===== config.mk =====
export PLATFORM = sky130hd
export DESIGN_NAME = symbol_input_encoder
export DESIGN_NICKNAME = d
export VERILOG_FILES = /design/src/rtl/symbol_pkg.sv /design/src/rtl/button_debouncer.sv /design/src/rtl/symbol_input_encoder.sv
export SDC_FILE = /design/constraint.sdc
export NUM_CORES = 1
export LEC_CHECK = 0
export BUFFER_PORTS_ARGS = -buffer_cell sky130_fd_sc_hd__clkbuf_2
export CORE_ASPECT_RATIO = 1.5
export CORE_MARGIN = 4
export CORE_UTILIZATION = 45
export DETAILED_ROUTE_END_ITERATION = 6
export SYNTH_ARGS = -nofsm -noshare
export SYNTH_HDL_FRONTEND = slang
export SYNTH_SLANG_ARGS = --single-unit

===== constraint.sdc =====
create_clock -name clk -period 4.64 [get_ports clk]
set_input_delay 0.696 -clock clk [delete_from_list [all_inputs] [get_ports clk]]
set_output_delay 0.696 -clock clk [all_outputs]
set_load 0.02 [all_outputs]

===== src/rtl/symbol_pkg.sv =====
// Shared types for the symbol input encoder: symbol codes, FSM states and
// the symbol stepping rule.
package symbol_pkg;

    typedef logic [1:0] symbol_t;

    localparam symbol_t SYM_EMPTY = 2'b00;
    localparam symbol_t SYM_A     = 2'b01;
    localparam symbol_t SYM_B     = 2'b10;

    typedef enum logic [1:0] {
        EDIT   = 2'b00,
        COMMIT = 2'b01,
        HOLD   = 2'b10
    } enc_state_t;

    // Code 11 is never produced; an illegal input recovers to EMPTY.
    function automatic symbol_t next_symbol(input symbol_t cur);
        symbol_t nxt;
        case (cur)
            SYM_EMPTY: nxt = SYM_A;
            SYM_A:     nxt = SYM_B;
            SYM_B:     nxt = SYM_EMPTY;
            default:   nxt = SYM_EMPTY;
        endcase
        return nxt;
    endfunction

endpackage


===== src/rtl/button_debouncer.sv =====
// Synchronizes and debounces one active-low push button, producing the
// debounced level and a one-cycle pulse on each accepted press.
module button_debouncer #(
    parameter int DEBOUNCE_CYCLES = 500000,
    parameter int CNT_W           = $clog2(DEBOUNCE_CYCLES + 1)
) (
    input  logic clk,
    input  logic rst,
    input  logic btn_n,
    output logic level,
    output logic press
);

    localparam logic [CNT_W-1:0] CNT_LAST = CNT_W'(DEBOUNCE_CYCLES - 1);

    logic [1:0]       sync_r;
    logic [1:0]       fill_r;
    logic [CNT_W-1:0] cnt_r;
    logic             level_r;
    logic             level_d_r;
    logic             armed_r;
    logic             press_r;

    // Synchronizer, debounce counter and press edge detector.
    // armed_r is only set once the real button has been seen released, so a
    // button held through reset release never yields a press.
    always_ff @(posedge clk or posedge rst) begin
        if (rst) begin
            sync_r    <= 2'b11;
            fill_r    <= 2'b00;
            cnt_r     <= {CNT_W{1'b0}};
            level_r   <= 1'b1;
            level_d_r <= 1'b1;
            armed_r   <= 1'b0;
            press_r   <= 1'b0;
        end else begin
            sync_r    <= {sync_r[0], btn_n};
            fill_r    <= {fill_r[0], 1'b1};
            armed_r   <= armed_r | (fill_r[1] & sync_r[1]);
            level_d_r <= level_r;
            press_r   <= level_d_r & ~level_r & armed_r;
            if (sync_r[1] == level_r) begin
                cnt_r <= {CNT_W{1'b0}};
            end else if (cnt_r == CNT_LAST) begin
                level_r <= sync_r[1];
                cnt_r   <= {CNT_W{1'b0}};
            end else begin
                cnt_r <= cnt_r + CNT_W'(1);
            end
        end
    end

    assign level = level_r;
    assign press = press_r;

endmodule


===== src/rtl/symbol_input_encoder.sv =====
// Two-channel symbol selector driven by debounced push buttons, with a lock
// button that commits, freezes and later clears the selected pair.
module symbol_input_encoder
    import symbol_pkg::*;
#(
    parameter int DEBOUNCE_CYCLES = 500000
) (
    input  logic       clk,
    input  logic       rst,
    input  logic [1:0] btn_step_n,
    input  logic       btn_lock_n,
    output logic [1:0] bin1,
    output logic [1:0] bin2,
    output logic       locked,
    output logic       commit,
    output logic       reject
);

    logic [1:0] step_press_s;
    logic       lock_press_s;
    logic [2:0] levels_unused_s;

    enc_state_t state_r;
    enc_state_t next_state_s;
    symbol_t    bin1_r;
    symbol_t    bin2_r;
    symbol_t    bin1_nxt_s;
    symbol_t    bin2_nxt_s;
    logic       reject_nxt_s;
    logic       locked_r;
    logic       commit_r;
    logic       reject_r;

    button_debouncer #(.DEBOUNCE_CYCLES(DEBOUNCE_CYCLES)) u_step1_db (
        .clk   (clk),
        .rst   (rst),
        .btn_n (btn_step_n[0]),
        .level (levels_unused_s[0]),
        .press (step_press_s[0])
    );

    button_debouncer #(.DEBOUNCE_CYCLES(DEBOUNCE_CYCLES)) u_step2_db (
        .clk   (clk),
        .rst   (rst),
        .btn_n (btn_step_n[1]),
        .level (levels_unused_s[1]),
        .press (step_press_s[1])
    );

    button_debouncer #(.DEBOUNCE_CYCLES(DEBOUNCE_CYCLES)) u_lock_db (
        .clk   (clk),
        .rst   (rst),
        .btn_n (btn_lock_n),
        .level (levels_unused_s[2]),
        .press (lock_press_s)
    );

    // Next state and next codes; a lock press takes priority over steps.
    always_comb begin
        next_state_s = state_r;
        bin1_nxt_s   = bin1_r;
        bin2_nxt_s   = bin2_r;
        reject_nxt_s = 1'b0;
        case (state_r)
            EDIT: begin
                if (lock_press_s) begin
                    if ((bin1_r != SYM_EMPTY) && (bin2_r != SYM_EMPTY)) begin
                        next_state_s = COMMIT;
                    end else begin
                        reject_nxt_s = 1'b1;
                    end
                end else begin
                    if (step_press_s[0]) begin
                        bin1_nxt_s = next_symbol(bin1_r);
                    end else begin
                        bin1_nxt_s = bin1_r;
                    end
                    if (step_press_s[1]) begin
                        bin2_nxt_s = next_symbol(bin2_r);
                    end else begin
                        bin2_nxt_s = bin2_r;
                    end
                end
            end
            COMMIT: begin
                next_state_s = HOLD;
            end
            HOLD: begin
                if (lock_press_s) begin
                    next_state_s = EDIT;
                    bin1_nxt_s   = SYM_EMPTY;
                    bin2_nxt_s   = SYM_EMPTY;
                end else begin
                    next_state_s = HOLD;
                end
            end
            default: begin
                next_state_s = EDIT;
                bin1_nxt_s   = SYM_EMPTY;
                bin2_nxt_s   = SYM_EMPTY;
            end
        endcase
    end

    // State, code and output registers; flags are decoded from the next state.
    always_ff @(posedge clk or posedge rst) begin
        if (rst) begin
            state_r  <= EDIT;
            bin1_r   <= SYM_EMPTY;
            bin2_r   <= SYM_EMPTY;
            locked_r <= 1'b0;
            commit_r <= 1'b0;
            reject_r <= 1'b0;
        end else begin
            state_r  <= next_state_s;
            bin1_r   <= bin1_nxt_s;
            bin2_r   <= bin2_nxt_s;
            locked_r <= (next_state_s == HOLD);
            commit_r <= (next_state_s == COMMIT);
            reject_r <= reject_nxt_s;
        end
    end

    assign bin1   = bin1_r;
    assign bin2   = bin2_r;
    assign locked = locked_r;
    assign commit = commit_r;
    assign reject = reject_r;

endmodule


Word-level counts from Yosys, hierarchy flattened
Index checks and enable logic that the tools add are counted.
- $lt $le $gt $ge: 0
- shift-type cells: 0
- $mul: 0
- bitwise operators: 19
- div/mod/pow operators: 0
- reductions and logical operators: 11
- add/subtract/negate cells: 3
- mux-type cells: 22
- eq/ne operators: 16
- operators with widths (cell ; number):
    $mux W19 ; 6
    $add A19 B1 Y19 const B ; 3
    $eq A19 B19 Y1 const B ; 3
    $pmux W2 S3 ; 3
    $mux W2 ; 8
    $and A1 B1 Y1 ; 9
    $eq A2 B1 Y1 const B ; 4
    $pmux W2 S2 ; 2
    $reduce_and A4 Y1 ; 2
    $not A1 Y1 ; 7
    $logic_not A2 Y1 ; 3
    $ne A2 B1 Y1 const B ; 3
    $reduce_and A2 Y1 ; 3
    $eq A2 B2 Y1 const B ; 2
    $reduce_bool A2 Y1 ; 2
    $eq A1 B1 Y1 ; 3
    $mux W1 ; 3
    $or A1 B1 Y1 ; 3
    $ne A2 B2 Y1 const B ; 1
    $logic_and A1 B1 Y1 ; 1
- ROM bits: 0
- output and inout port bits: 7
- input bits: 5
- memories kept: 0
- register bits after elaboration: 90
- bits in writable memories: 0
- bits in latches: 0

Depth between registers and ports, before layout
- depth after elaboration: 6
- depth in mapped cells: 7
- gate-level depth less buffers: 5

Modules after synthesis
A second synthesis with hierarchy kept.
- cell total of the unflattened synthesis: 387
- area, all modules: 4043.9 sq um
- by module, submodules not included (module ; cells each ; area each (sq um) ; times used):
    button_debouncer ; 116 ; 1206.2 ; 3
    symbol_input_encoder ; 39 ; 425.4 ; 1

Worst setup path before layout
No wires, ideal clock.
- kind: flip-flop to flip-flop
- from: reg u_step1_db.cnt_r[0]
- to: reg u_step1_db.cnt_r[10]
- slack: 2.721 ns
- cell stages (with the launch flop): 7
- setup time: 0.132 ns
- required time: 4.508 ns
- data arrival time: 1.787 ns
- path buffers: 1
- cell sequence: dfrtp_1 -> ha_1 -> and4_1 -> nand4_1 -> o21ai_1 -> clkbuf_1 -> nor2_1
- cells in the longest elaborated chain, start to end: 3
- elaborated cells on any way between the ends: 4
- those cells by class: add/sub: 1; eq/ne: 1; mux: 2
- RTL lines (element ; RTL line ; source):
    from (decl) ; button_debouncer.sv:18 ; logic [CNT_W-1:0] cnt_r;
    from (signal assigned) ; button_debouncer.sv:31 ; cnt_r <= {CNT_W{1'b0}};
    from (signal assigned) ; button_debouncer.sv:43 ; cnt_r <= {CNT_W{1'b0}};
    from (signal assigned) ; button_debouncer.sv:46 ; cnt_r <= {CNT_W{1'b0}};
    $add A19 B1 Y19 or $eq A19 B19 Y1 (tied branches) ; button_debouncer.sv:48, button_debouncer.sv:44 ;
    $mux W19 (*) ; button_debouncer.sv:44 ; end else if (cnt_r == CNT_LAST) begin
    $mux W19 (*) ; button_debouncer.sv:42 ; if (sync_r[1] == level_r) begin
Mark *: on every way between the ends. The rest lies on a longest branch, timed or not.
A chain may end at the register's enable or synchronous reset.

Worst setup path in the final report
- from: reg u_step1_db.cnt_r[0]
- to: reg u_step1_db.cnt_r[17]
The elaborated chain is that of the path after synthesis.

==> flow_summary.yaml <==
global_routing:
  grt_util_met2_pct: 24.9
  grt_util_met3_pct: 2.45
  grt_pass1_wl_um: 12200
  grt-ovfl-total: 0
  grt_max_degree: 54
  grt_pass1_vias: 2712
  antenna_found_initial: 0
  met1_usage_pct: 18.4
  gr-usage-all-layers_pct: 15.0
  top_usage_layer: "met2"
floorplan:
  die_x_um: 83.6
  die_h_um: 121
  coreArea_sq_um: 8410
  initial_core_util_pct: 45.9
  ios: 12
  rows: 41
  dieArea_sq_um: 10200
worst_setup_path:
  arrival_ns: 2.34
  crit_slowest_cell: "o21ai_1"
  slowest_delay_ns: 0.55
  cp-start-kind: "register"
  crit_path_max_fanout: 11
  required_ns: 4.85
  path_cells: "ha_1 -> and4_1 -> nand4_1 -> o21ai_1 -> buf_4 -> a21oi_1"
  endpoint_kind: "register"
  crit_type: "register to register"
synth:
  async_flop_share_pct: 100
  synth_top_area_share_pct: 48.0
  synth_area_leaders: "dfrtp_1 (48%), dfstp_2 (8.2%), nor2_1 (5.5%), xnor2_1 (5.0%), xor2_1 (4.3%)"
  synth-edff-count: 0
  synth.cell_area_sq_um: 3860
  synth_area_per_cell_sq_um: 10.5
  synth_fp_nets: 377
  synth_cell_type_count: 41
  synth_ff_type: "dfrtp_1"
  synthCells: 369
  synth_seq_cells: 86
  yosys.area.top_type: "dfrtp_1"
  ys_seq_area_share_pct: 56.1
  ys_warn_count: 0
clock_network:
  ctsHoldBuffers: 0
  numCtsBuffers: 9
  ctsLongestPathBuffers: 2
  cts_sinks: 86
  clock_latency_ns: 0.33
  cts_tree: "built"
  post_cts_resized: 0
  cts_setup_buffers: 0
  htreeDepth: 3
  root_buffer: "clkbuf_16"
  cts.clk_slew.worst_paths_ns: 0.06
timing:
  finClkSkew_ns: 0.00804
  period_minus_slack_ns: 2.14
  slew_headroom_pct: 40.3
  final_hold_viol_count: 0
  finalMaxSlewViolations: 0
  finalSetupViolCount: 0
  layout_setup_ws_ns: 2.50
  rsz0062_at_grt: "no"
  fmax_ghz: 0.468
  tightest_slew_ns: 0.895
  setup-tns-final_ns: 0
  holdWs_ns: 0.353
  fin_crit_sh_pct: 46.1
power_and_ir_drop:
  p_leak_nw: 1.74
  irDropWorstVdd_v: 0.000174
  p_per_area_nw_per_um2: 350
placed_design:
  dp_hpwl_um: 4580
  gp_congestion: 0.808
  dpl_worst_slack_ns: 2.49
  numPortBuffers: 11
  post-place-cells: 483
  placed_area_sq_um: 4050
route:
  firstDrtPassIters: 4
  wl_um: 6740
  vias: 2702
  wire_per_inst_um: 13.5
  vias_per_cell: 5.41
  route.detailed.drc: 0
  drt-initial-drc-count: 74
  antenna_left: 0
layout:
  syn2layout_area_growth_pct: 12.5
  design_area_sq_um: 4340
  nets: 395
  fin_cells: 499
  antennaDiodeCount: 0
  drive_gt1_share_pct: 14.5
worst_hold_path:
  hold_path_class: "register to register"
job:
  drv_cap: 0
outcome:
  outcome: "complete, no violations"
==> flip-flops by register name, summed over array words and instances, names as in the netlist, 2 cells and up <==
name               count
u_step1_db.sync_r      2
u_lock_db.cnt_r       19
bin2                   2
bin1                   2
u_lock_db.fill_r       2
u_step2_db.cnt_r      19
u_lock_db.sync_r       2
state_r                2
u_step2_db.sync_r      2
u_step1_db.cnt_r      19
==> critical path, delay by kind of cell, from the launching register on <==
kind | cells | cell delay [ns]
compound gates | 2 | 0.61
flops | 1 | 0.39
simple gates | 2 | 0.47
fa+ha+maj | 1 | 0.24
buf+inv | 1 | 0.29
==> routing by layer <==
metal	routed length [um]	share of wire [%]
met1	3030	45
met2	3400	50
met3	136	2.0
met4	170	2.5
met5	0	0
==> power by group <==
group	switching (mW)	internal (mW)	leakage (nW)
clock network	0.287	0.420	0.139
logic	0.0297	0.0106	0.474
registers	0.00844	0.762	1.13
==> synth_stat cells (all sizes together), types with 8 or more instances <==
cell / n
dfrtp: 74
nand2: 28
nor3: 8
o21ai: 12
dfstp: 12
inv: 8
nand4: 14
nand3: 19
nor2: 57
or4: 9
a21oi: 17
xnor2: 22
xor2: 19
nor4: 11
==> worst paths after layout <==
| path | from | end | slack (ns) | depth (start not counted) |
|---|---|---|---|---|
| max in group asynchronous | rst | u_step2_db.level$_DFFE_PP1P_ | 3.14 | 3 |
| max | u_step1_db.cnt_r[0]$_DFF_PP0_ | u_step1_db.cnt_r[17]$_DFF_PP0_ | 2.50 | 6 |
| min reg2reg | u_lock_db.fill_r[0]$_DFF_PP0_ | u_lock_db.fill_r[1]$_DFF_PP0_ | 0.35 | 0 |
| max reg2reg | u_step1_db.cnt_r[0]$_DFF_PP0_ | u_step1_db.cnt_r[17]$_DFF_PP0_ | 2.50 | 6 |
| min in group asynchronous | rst | state_r[1]$_DFF_PP0_ | 0.51 | 2 |
| min | u_lock_db.fill_r[0]$_DFF_PP0_ | u_lock_db.fill_r[1]$_DFF_PP0_ | 0.35 | 0 |
==> placed cells by master, fill, tap and decap left out, types with 2 or more instances in the layout <==
| cell type | synthesis | routed |
|---|---|---|
| or3_1 | 4 | 4 |
| and4_1 | 5 | 5 |
| xnor2_1 | 22 | 22 |
| a21o_1 | 3 | 3 |
| mux2_2 | 3 | 3 |
| clkinvlp_4 | 0 | 2 |
| clkinv_2 | 0 | 2 |
| nor4_1 | 11 | 11 |
| a21oi_1 | 17 | 17 |
| clkbuf_2 | 1 | 11 |
| o21ai_1 | 2 | 2 |
| nor2_1 | 57 | 57 |
| inv_6 | 0 | 2 |
| nand3_1 | 18 | 18 |
| o21ai_0 | 10 | 10 |
| dfrtp_1 | 74 | 74 |
| nor4b_1 | 3 | 3 |
| and3_1 | 2 | 2 |
| xor2_1 | 19 | 19 |
| nor4bb_1 | 4 | 4 |
| nand2_1 | 28 | 28 |
| nand4_1 | 13 | 13 |
| mux2i_1 | 3 | 3 |
| nor3_1 | 8 | 8 |
| dfstp_2 | 12 | 12 |
| inv_1 | 8 | 7 |
| buf_4 | 0 | 4 |
| o31ai_1 | 6 | 6 |
| clkbuf_16 | 0 | 9 |
| ha_1 | 3 | 3 |
| or2_2 | 4 | 4 |
| or4_1 | 9 | 9 |
| or3_2 | 3 | 3 |
==> cells by family after synthesis <==
kind of cell | share of synthesized area, %
xor+xnor | 9.30
simple gates | 23.7
mux | 1.65
flops | 56.1
compound gates | 6.42
buf+inv | 1.69
fa+ha+maj | 0.973
other cells | 0.0972
==> final cells by class <==
cell class / instances / area [sq um]
fillers: 784 / 4070
flip-flops and latches: 86 / 2170
multi-input cells: 267 / 1630
clock buffers: 10 / 229
well taps: 107 / 134
repair buffers: 15 / 85.1
clock inverters: 6 / 67.6
inverters: 8 / 31.3
==> metrics by stage <==
step	utilization, %	power [mW]
final	51.6	1.52
after global routing	51.6	1.58
after CTS	51.6	1.54
after detailed placement	48.1	0.826
after global placement	48.1	0.826
after floorplan	-	0.811
Note: power is estimated with default switching activity, not from simulation.
